### src/rtl/exec_cond_stage.sv
// ============================================================================
// Module      : exec_cond_stage
// Description : Execute-stage control register, NZCV flags and condition gating
// Revision    : 1.0 - initial release
// ============================================================================
`default_nettype none

module exec_cond_stage #(
    parameter logic [3:0] FLAG_RST     = 4'b0000,
    parameter bit         COND_NV_EXEC = 1'b0
) (
    input  logic       clk,
    input  logic       reset,
    input  logic       StallE,
    input  logic       FlushE,
    input  logic       PCSD,
    input  logic       RegWD,
    input  logic       MemWD,
    input  logic       MemtoRegD,
    input  logic       ALUSrcD,
    input  logic       BranchD,
    input  logic       NoWriteD,
    input  logic [2:0] ALUControlD,
    input  logic [1:0] FlagWD,
    input  logic [3:0] CondD,
    input  logic [3:0] ALUFlags,
    output logic       PCSrcE,
    output logic       RegWriteE,
    output logic       MemWriteE,
    output logic       BranchTakenE,
    output logic       MemtoRegE,
    output logic       ALUSrcE,
    output logic [2:0] ALUControlE,
    output logic       CondExE,
    output logic [3:0] Flags
);

    typedef struct packed {
        logic       pcs;
        logic       regw;
        logic       memw;
        logic       memtoreg;
        logic       alusrc;
        logic       branch;
        logic       nowrite;
        logic [2:0] alu;
        logic [1:0] flagw;
        logic [3:0] cond;
    } ectl_t;

    localparam logic [3:0] c_COND_AL = 4'b1110;
    // A bubble carries no side effects but still reads as condition-passing.
    localparam ectl_t      c_BUBBLE  = ectl_t'({12'b0, c_COND_AL});

    ectl_t      ectl_q, ectl_d;
    logic [3:0] flags_q, flags_d;
    logic       w_cond_ex;
    logic [1:0] w_flag_wr;
    logic       w_n, w_z, w_c, w_v;

    always_comb begin
        ectl_d = ectl_q;
        if (FlushE) begin
            ectl_d = c_BUBBLE;
        end else if (!StallE) begin
            ectl_d = '{pcs: PCSD, regw: RegWD, memw: MemWD, memtoreg: MemtoRegD,
                       alusrc: ALUSrcD, branch: BranchD, nowrite: NoWriteD,
                       alu: ALUControlD, flagw: FlagWD, cond: CondD};
        end
    end

    assign {w_n, w_z, w_c, w_v} = flags_q;

    always_comb begin
        w_cond_ex = 1'b0;
        case (ectl_q.cond)
            4'b0000: w_cond_ex = w_z;
            4'b0001: w_cond_ex = ~w_z;
            4'b0010: w_cond_ex = w_c;
            4'b0011: w_cond_ex = ~w_c;
            4'b0100: w_cond_ex = w_n;
            4'b0101: w_cond_ex = ~w_n;
            4'b0110: w_cond_ex = w_v;
            4'b0111: w_cond_ex = ~w_v;
            4'b1000: w_cond_ex = w_c & ~w_z;
            4'b1001: w_cond_ex = ~w_c | w_z;
            4'b1010: w_cond_ex = (w_n == w_v);
            4'b1011: w_cond_ex = (w_n != w_v);
            4'b1100: w_cond_ex = ~w_z & (w_n == w_v);
            4'b1101: w_cond_ex = w_z | (w_n != w_v);
            4'b1110: w_cond_ex = 1'b1;
            default: w_cond_ex = COND_NV_EXEC;
        endcase
    end

    assign w_flag_wr = ectl_q.flagw & {2{w_cond_ex}};

    // Flags commit only on non-stalled edges; a flush of the E register does not block them.
    always_comb begin
        flags_d = flags_q;
        if (!StallE) begin
            if (w_flag_wr[1]) flags_d[3:2] = ALUFlags[3:2];
            if (w_flag_wr[0]) flags_d[1:0] = ALUFlags[1:0];
        end
    end

    always_ff @(posedge clk or posedge reset) begin
        if (reset) begin
            ectl_q  <= c_BUBBLE;
            flags_q <= FLAG_RST;
        end else begin
            ectl_q  <= ectl_d;
            flags_q <= flags_d;
        end
    end

    assign PCSrcE       = ectl_q.pcs & w_cond_ex;
    assign RegWriteE    = ectl_q.regw & w_cond_ex & ~ectl_q.nowrite;
    assign MemWriteE    = ectl_q.memw & w_cond_ex;
    assign BranchTakenE = ectl_q.branch & w_cond_ex;
    assign MemtoRegE    = ectl_q.memtoreg;
    assign ALUSrcE      = ectl_q.alusrc;
    assign ALUControlE  = ectl_q.alu;
    assign CondExE      = w_cond_ex;
    assign Flags        = flags_q;

endmodule

`default_nettype wire

### config.mk
export PLATFORM = sky130hd
export DESIGN_NAME = exec_cond_stage
export DESIGN_NICKNAME = d
export VERILOG_FILES = /design/src/rtl/exec_cond_stage.sv
export SDC_FILE = /design/constraint.sdc
export NUM_CORES = 1
export LEC_CHECK = 0
export ABC_CLOCK_PERIOD_IN_PS = 6000
export CAP_MARGIN = 20
export CORE_MARGIN = 3
export CORE_UTILIZATION = 30
export CTS_CLUSTER_DIAMETER = 30
export DETAILED_ROUTE_END_ITERATION = 8
export DONT_BUFFER_PORTS = 1
export GPL_ROUTABILITY_DRIVEN = 1
export PLACE_DENSITY = 0.41
export SETUP_SLACK_MARGIN = 0.4
export SYNTH_ARGS = -nofsm -noshare
export SYNTH_HDL_FRONTEND = slang
export SYNTH_SLANG_ARGS = --single-unit
export TNS_END_PERCENT = 5
### constraint.sdc
create_clock -name clk -period 6 [get_ports clk]
set_input_delay 1.2 -clock clk [delete_from_list [all_inputs] [get_ports clk]]
set_output_delay 1.2 -clock clk [all_outputs]
set_load 0.05 [all_outputs]
* Yosys cells after proc, flatten, opt, wreduce, memory -nomap -nowiden
Index checks and enable logic that the tools add are counted.
Widths: inputs -> output; s select.
** Storage, ports and cells
- Flip-flop bits (word level) :: 20
- Bits in latches :: 0
- RAM bits :: 0
- Memory bits (read-only) :: 0
- Bits of input ports :: 24
- Output and inout port bits :: 14
- Logic and storage cells :: 51
- Memories :: 0
** Operators by class
- Add/sub/neg operators :: 0
- $mul :: 0
- Divide/modulo/power cells :: 0
- $lt $le $gt $ge :: 0
- Equality and inequality tests :: 17
- Shift operators :: 0
- Muxes and demuxes :: 3
- Bitwise operators :: 16
- Reduce and logical (&&, ||, !) cells :: 3
** Operator list (count)
- $mux 16 :: 2
- $eq 4x4->1 const B :: 7
- $eq 4x3->1 const B :: 4
- $pmux 1 s15 :: 1
- $eq 4x2->1 const B :: 2
- $and 1x1->1 :: 7
- $not 1->1 :: 6
- $eq 4x1->1 const B :: 1
- $logic_not 4->1 :: 1
- $reduce_and 2->1 :: 2
- $and 2x2->2 :: 1
- $ne 2x1->1 const B :: 1
- $or 1x1->1 :: 2
- $eq 1x1->1 :: 1
- $ne 1x1->1 :: 1

* Longest topological paths before layout
Gate-level depths: netlist of the first run.
- Word-level depth :: 5
- Gate-level depth with buffers :: 6
- Mapped depth without buffers :: 5

* Worst setup path after synthesis of the first run
Ideal clock, no wire load.
- Path type :: register to output
- Start point :: register flags_q[0] (netlist: Flags[0])
- End point :: output port RegWriteE
- Data arrival time :: 2425 ps
- Data required time :: 4800 ps
- Path slack :: 2375 ps
- Cell stages (with the launch flop) :: 6
- Path buffers :: 0
- Path through :: dfrtp_1 xor2_1 and4_2 o31ai_2 nand3_1 and3b_1
** On the way
- Word-level cells in the longest chain between the ends :: 5
- Elaborated cells on any way between the ends :: 8
- Classes of those cells :: eq/ne: 2; mux: 1; bitwise: 5
** RTL lines
- start: declaration :: RTL line 56 : logic [3:0] flags_q, flags_d;
- start signal: assignment :: RTL line 113 : flags_q <= flags_d;
- $ne 1x1->1 or $eq 1x1->1 (tied branches)
- $or 1x1->1 or $and 1x1->1 (tied branches) :: RTL line 90, 89
- $pmux 1 s15 * :: RTL line 76 : case (ectl_q.cond)
- net CondExE :: RTL line 34 : output logic CondExE,
- $and 1x1->1 * (2 in a row) :: RTL line 118 : assign RegWriteE = ectl_q.regw & w_cond_ex & ~ectl_q.nowrite;
- end: declaration :: RTL line 28 : output logic RegWriteE,
The timed path passes the listed nets; every way through them passes the cells marked *.

* Final worst setup path of the first run
- Start point :: register flags_q[3] (netlist: Flags[3])
- End point :: output port RegWriteE
The elaborated chain is that of the path after synthesis.

==> results of run 1 <==
[cells by family (layout without fill, tap and decap cells)]
logic type | Yosys count | in the layout | synth area share, %
flops | 20 | 20 | 46.3
simple gates | 33 | 33 | 16.0
buf+inv | 14 | 8 | 7.46
compound gates | 10 | 10 | 9.53
xor+xnor | 3 | 3 | 2.41
mux | 19 | 19 | 18.4
[power breakdown]
group,leakage [nW],switching [mW],internal [mW]
combinational,0.245,0.0496,0.0360
sequential,0.252,0.0724,0.153
clock,0.0150,0.0406,0.0259
[synth_stat cells, drive strengths merged, types with 2 or more instances]
cell	instances	share of area, %
a311oi	2	2.8
nand2	3	1.0
inv	4	1.4
and2	3	1.7
mux2i	14	13
nor2b	3	1.7
nor2	16	5.5
nand3b	2	1.4
a211o	3	2.4
dfrtp	17	39
xor2	2	1.6
mux2	5	5.5
buf	9	5.7
dfstp	3	7.2
[sequential cells by signal, indices dropped and copies added (netlist names)]
name         cells
ALUControlE      3
ALUSrcE          1
Flags            4
MemtoRegE        1
ectl_q          11
[cell usage in the layout, fill, tap and decap left out, types with 2 or more instances in the layout]
master     n
a311oi_2   2
inv_1      4
nor2_1    16
nand2_1    3
dfstp_2    3
dfrtp_1   17
mux2_1     4
xor2_1     2
clkbuf_4   3
nor2b_1    3
mux2i_1   14
nand3b_1   2
and2_1     3
a211o_1    3
[final timing paths]
| path | to |
|---|---|
| min reg2reg | ectl_q[9]$_DFFE_PP0P_ |
| min | ectl_q[9]$_DFFE_PP0P_ |
| max | RegWriteE |
| min in group asynchronous | ectl_q[13]$_DFFE_PP0P_ |
| max reg2reg | Flags[3]$_DFFE_PP0P_ |
| max in group asynchronous | Flags[3]$_DFFE_PP0P_ |
[layout make-up]
type                            instances  area [µm²]  share of cell area, %
Inverter                                4        15.0                   1.36
Sequential cell                        20         504                   45.5
Clock buffer                            4        26.3                   2.37
Multi-Input combinational cell         65         504                   45.5
Tap cell                               46        57.6                   5.20
[metal layers]
| metal | wire, µm | track usage [%] | part of all wire, % | vias to the layer above |
|---|---|---|---|---|
| li1 | - | - | - | 320 |
| met1 | 1020 | 15.4 | 47 | 308 |
| met2 | 1020 | 15.9 | 46 | 19 |
| met3 | 140 | 3.23 | 6.4 | 2 |
| met4 | 16 | 4.57 | 0.73 | 0 |
| met5 | 0 | 0 | 0 | - |
[worst max-delay path, cell delays in order (launching register included)]
cell and delay, ns:
dfrtp_1 0.72, xor2_1 0.20, and4_2 0.29, o31ai_2 0.34
nand3_1 0.59, and3b_1 0.59
==> summary.txt, run 1 <==
Floorplanning
  • Starting Density: 31.9%
  • CORE AREA: 3420 µm²
  • Die H: 66.3 µm
  • Die Area: 4390 µm²
  • Die Width: between 60 and 70 µm
  • Num ports: 38
  • Row count: 21

Placement
  • DP Worst Slack: 2.09 ns
  • Placed cell count: about 140
  • Input/output buffers: 0
  • DPL Wire Length: 1570 µm
  • Routability Congestion: around 0.75
  • Cell Area, Placed: 1080 µm²

Power and ir drop
  • Overall Power: approximately 0.38 mW
  • Leak: around 0.51 nW
  • Peak supply drop: 105 µV
  • Pwr dens: 341 nW/µm²

Routing
  • Drc violations: 0
  • Vias per std cell: 4.67
  • Antenna Nets Post-Route: 0
  • Initial DRC Count: 13
  • DR vias: about 650
  • Total wire length: ~2200 µm
  • DR pass1 iterations: 4
  • Avg WL per Cell: 15.8 µm

Worst setup path
  • Worst reg2reg path depth: 5
  • Startpoint Class: flop
  • Reg2reg setup slack: between 3 and 4 ns
  • Arr. time, crit path: 3.03 ns
  • Setup CP Type: flop to output pin
  • Max Fanout on Critical Path: 5
  • Worst EP required: 4.80 ns
  • Type of destination of the critical path: output pin
  • Worst r2r src: Flags[3]$_DFFE_PP0P_
  • Critical path origin: Flags[3]$_DFFE_PP0P_

Clock network
  • CTS buffer count: 3
  • Postcts setup bufs: 0
  • CTS tree: built
  • Max Buffers Root-to-Sink: 2
  • H-tree depth: 1
  • Clk sinks: 20
  • Hold Buf Count CTS: 0
  • Clock slew at reported path FFs: around 0.11 ns
  • Clk_lat worst skew: 0.29 ns
  • Root Buffer: clkbuf_4
  • CTS resizes: 0

Cells and area
  • Area Overhead vs Synth: 1.61%
  • Final net count: 118
  • Fill cells: 358
  • Fin cells: 139
  • ANT cells: 0
  • Finished Cell Area: ~1100 µm²
  • Share of cells above drive strength 1: 14.0%
  • End-of-flow core utilization: 32.4%

Synth
  • Synth Net Count: roughly 120
  • Mapped Cells: 99
  • Synth async-reset ratio: 100%
  • Cell area after synthesis: between 1000 and 1500 µm²
  • Yosys reg bits: 20
  • Syn Area/Cell: between 10 and 15 µm²
  • Cell variety after synth: 31
  • Sequential fraction of the synthesis area: 46.3%
  • Ys Warns: 0
  • Post-synth EDFFs: 0
  • Top FF cell, synth: dfrtp_1

Timing
  • Minimum clock period: 4.23 ns
  • Final setup viols: 0
  • Measured slew at the worst slew-check pin: 0.790 ns
  • Slew Limit Fails: 0
  • Fin Setup TNS: 0 ns
  • Slack of the critical path: roughly 1.8 ns
  • Worst slew margin: 47.3%
  • Final period util: 70.6%
  • Final hold vios: 0
  • RSZ-0062 raised after global routing: no
  • Hold WS: around 0.53 ns
  • Clock skew: roughly 0.0029 ns
  • Peak Freq: 0.236 GHz

Min path
  • Hold path depth: 2
  • Min-delay src: ectl_q[9]$_DFFE_PP0P_
  • Hold WC Path Type: flop to flop

Global routing
  • Initial antenna violation count: 0
  • All-layer global routing usage: 11.1%
  • Number of global-route vias before repair: 682
  • First-pass GRT wire length: around 3600 µm
  • Gr ovfl total: 0
  • Pin count of the biggest net entering global routing: 22

Job
  • MaxCap Viol Count: 0

Outcome
  • Status: complete, no violations
Power figures use the tool's default switching activity.
==> run 2: changes to the inputs <==
--- a/config.mk
+++ b/config.mk
@@ -5,7 +5,7 @@
 export SDC_FILE = /design/constraint.sdc
 export NUM_CORES = 1
 export LEC_CHECK = 0
-export ABC_CLOCK_PERIOD_IN_PS = 6000
+export ABC_CLOCK_PERIOD_IN_PS = 3800
 export CAP_MARGIN = 20
 export CORE_MARGIN = 3
 export CORE_UTILIZATION = 30
@@ -13,7 +13,7 @@
 export DETAILED_ROUTE_END_ITERATION = 8
 export DONT_BUFFER_PORTS = 1
 export GPL_ROUTABILITY_DRIVEN = 1
-export PLACE_DENSITY = 0.41
+export PLACE_DENSITY = 0.42
 export SETUP_SLACK_MARGIN = 0.4
 export SYNTH_ARGS = -nofsm -noshare
 export SYNTH_HDL_FRONTEND = slang
==> constraint.sdc (replaced) <==
create_clock -name clk -period 3.8 [get_ports clk]
set_input_delay 0.76 -clock clk [delete_from_list [all_inputs] [get_ports clk]]
set_output_delay 0.76 -clock clk [all_outputs]
set_load 0.05 [all_outputs]
==> run 2 against run 1 <==
Net effect:
- count of clock-buffer cells in the layout fell by 1
- sequential cell count did not move
- register-to-register slack got worse by 2.2 ns
- largest power group unchanged
- sequential power rose by 60%
- clock power rose to 2.6 times the previous value
- sequential share of layout area fell by 1.2 points
- highest routed layer unchanged
- via count rose by 2.3%
==> summary.txt, run 2 (synthesized netlist as in run 1, its figures left out) <==
Placement
  • Routability Congestion: 0.722 (was 0.753)
  • DPL Wire Length: 1620 µm (was 1570 µm)
  • Input/output buffers: 0 (unchanged)

Worst setup path
  • Reg-to-Reg End: Flags[3]$_DFFE_PP0P_ (unchanged)
  • Worst reg2reg path depth: 5 (unchanged)
  • Type of destination of the critical path: output pin (unchanged)
  • Setup CP Type: flop to output pin (unchanged)
  • Reg2reg setup slack: 1.58 ns (was 3.73 ns)
  • Worst EP required: 3.04 ns (was 4.80 ns)
  • Max Fanout on Critical Path: 5 (unchanged)
  • Arr. time, crit path: 2.44 ns (was 3.03 ns)
  • Startpoint Class: flop (unchanged)
  • Worst r2r src: Flags[2]$_DFFE_PP0P_ (was Flags[3]$_DFFE_PP0P_)

Routing
  • Vias per std cell: 4.74 (was 4.67)
  • Drc violations: 0 (unchanged)
  • Avg WL per Cell: 15.9 µm (was 15.8 µm)
  • Antenna Nets Post-Route: 0 (unchanged)
  • Initial DRC Count: 33 (was 13)
  • DR pass1 iterations: 4 (unchanged)
  • DR vias: 664 (was 649)
  • Total wire length: 2220 µm (was 2200 µm)

Timing
  • Final period util: 84.1%
  • Final hold vios: 0 (unchanged)
  • Clock skew: 0.00497 ns (was 0.00293 ns)
  • Final setup viols: 0 (unchanged)
  • Peak Freq: 0.313 GHz
  • Hold WS: 0.465 ns (was 0.531 ns)
  • RSZ-0062 raised after global routing: no (unchanged)
  • Slew Limit Fails: 0 (unchanged)
  • Measured slew at the worst slew-check pin: 0.762 ns (was 0.790 ns)
  • Fin Setup TNS: 0 ns (unchanged)
  • Minimum clock period: 3.20 ns
  • Worst slew margin: 49.1% (was 47.3%)

Floorplanning
  • Die H: 66.3 µm (unchanged)
  • Die Area: 4390 µm² (unchanged)
  • Die Width: 66.3 µm (unchanged)
  • Num ports: 38 (unchanged)
  • CORE AREA: 3420 µm² (unchanged)
  • Row count: 21 (unchanged)
  • Starting Density: 31.9% (unchanged)

Clock network
  • H-tree depth: 1 (unchanged)
  • Max Buffers Root-to-Sink: 2 (unchanged)
  • CTS tree: built (unchanged)
  • Hold Buf Count CTS: 0 (unchanged)
  • Clk sinks: 20 (unchanged)
  • CTS buffer count: 3 (unchanged)
  • Root Buffer: clkbuf_4 (unchanged)
  • Clock slew at reported path FFs: 0.12 ns (was 0.11 ns)
  • Clk_lat worst skew: 0.30 ns (was 0.29 ns)

Job
  • MaxCap Viol Count: 0 (unchanged)

Cells and area
  • Largest Register: ectl_q (unchanged)
  • Multi-input logic area: 504 µm² (unchanged)
  • Share of cells above drive strength 1: 18.1% (was 14.0%)
  • Seq. cell area: 507 µm² (was 504 µm²)
  • Max reg flops: 11 (unchanged)
  • Final net count: 119 (was 118)
  • Commonest non-fill, non-tap cell in the layout: nor2_1 (was dfrtp_1)
  • Most frequent cells in the layout: 16 x nor2_1, 15 x dfrtp_1, 14 x mux2i_1 (was 17 x dfrtp_1, 16 x nor2_1, 14 x mux2i_1)
  • Fill cells: 367 (was 358)
  • ANT cells: 0 (unchanged)
  • Area Overhead vs Synth: 4.94% (was 1.61%)

Power and ir drop
  • Pwr dens: 590 nW/µm² (was 341 nW/µm²)
  • Peak supply drop: 284 µV (was 105 µV)
  • Leak: 0.527 nW (was 0.512 nW)

Global routing
  • First-pass GRT wire length: 3860 µm (was 3620 µm)
  • All-layer global routing usage: 11.5% (was 11.1%)
  • Number of global-route vias before repair: 773 (was 682)
  • Pin count of the biggest net entering global routing: 22 (unchanged)
  • Gr ovfl total: 0 (unchanged)
  • Initial antenna violation count: 0 (unchanged)

Outcome
  • Status: complete, no violations (unchanged)

Min path
  • Hold WC Path Type: primary input to async pin (was flop to flop)
-- run 2: changes by cell type in the layout (fill, tap and decap cells not counted), sizes merged --
cell    before  now
buf          0    1
bufinv       0    1
clkbuf       4    3
-- run 2: metal layers --
layer	global-route usage [%]	vias up	routed length (µm)
met3	4.59	2	151
met2	18.7	19	1100
met4	3.05	0	14
met1	14.0	318	958
li1	-	325	-
met5	0	-	0
-- run 2: what timing repair did --
action                                  4_1_cts  5_1_grt
buffers inserted                              0        0
endpoints found under the setup margin        0        4
gates resized for setup                       0        2
-- run 2: critical path, stage by stage (launching register included) --
cell	delay, ns
dfrtp_1	0.71
and2b_2	0.28
o2bb2ai_1	0.13
mux2_4	0.33
nand3_1	0.17
and3b_1	0.51
-- run 2: how the worst max path moves through the flow --
stage                                     from        end  slack (ns)  cells after the start
after global placement    Flags[2]$_DFFE_PP0P_  RegWriteE        0.96                      5
after detailed placement  Flags[0]$_DFFE_PP0P_  RegWriteE        0.89                      5
after CTS                 Flags[0]$_DFFE_PP0P_  RegWriteE        0.52                      5
after global routing      Flags[2]$_DFFE_PP0P_  RegWriteE        0.48                      5
final                     Flags[2]$_DFFE_PP0P_  RegWriteE        0.60                      5
after floorplan           Flags[0]$_DFFE_PP0P_  RegWriteE        0.62                      5
-- run 2: layout make-up --
cell class / count / share of cell area, %
clock buffer: 3 / 1.97
clock inverter: 1 / 2.63
inverter: 4 / 1.31
multi-input combinational: 65 / 44.1
sequential: 20 / 44.3
tap: 46 / 5.03
timing repair buffer: 1 / 0.656
-- run 2: metrics by stage --
step / worst slack [ns] / total power [mW] / instances / utilization [%] / instance area (µm²)
3_5_place_dp: 0.889 / 0.506 / 136 / 31.9 / 1090
6_report: 0.603 / 0.675 / 140 / 33.5 / 1140
3_3_place_gp: 0.963 / 0.501 / 136 / 31.9 / 1090
4_1_cts: 0.516 / 0.685 / 140 / 33.4 / 1140
2_1_floorplan: 0.615 / 0.482 / 99 / - / 1090
5_1_grt: 0.479 / 0.714 / 140 / 33.5 / 1140
-- run 2: power breakdown --
part	total [mW]	leakage, nW	internal, mW	switching [mW]
sequential	0.360	0.250	0.243	0.116
combinational	0.142	0.250	0.0612	0.0808
clock	0.173	0.0279	0.107	0.0665
total	0.675	0.527	0.411	0.264
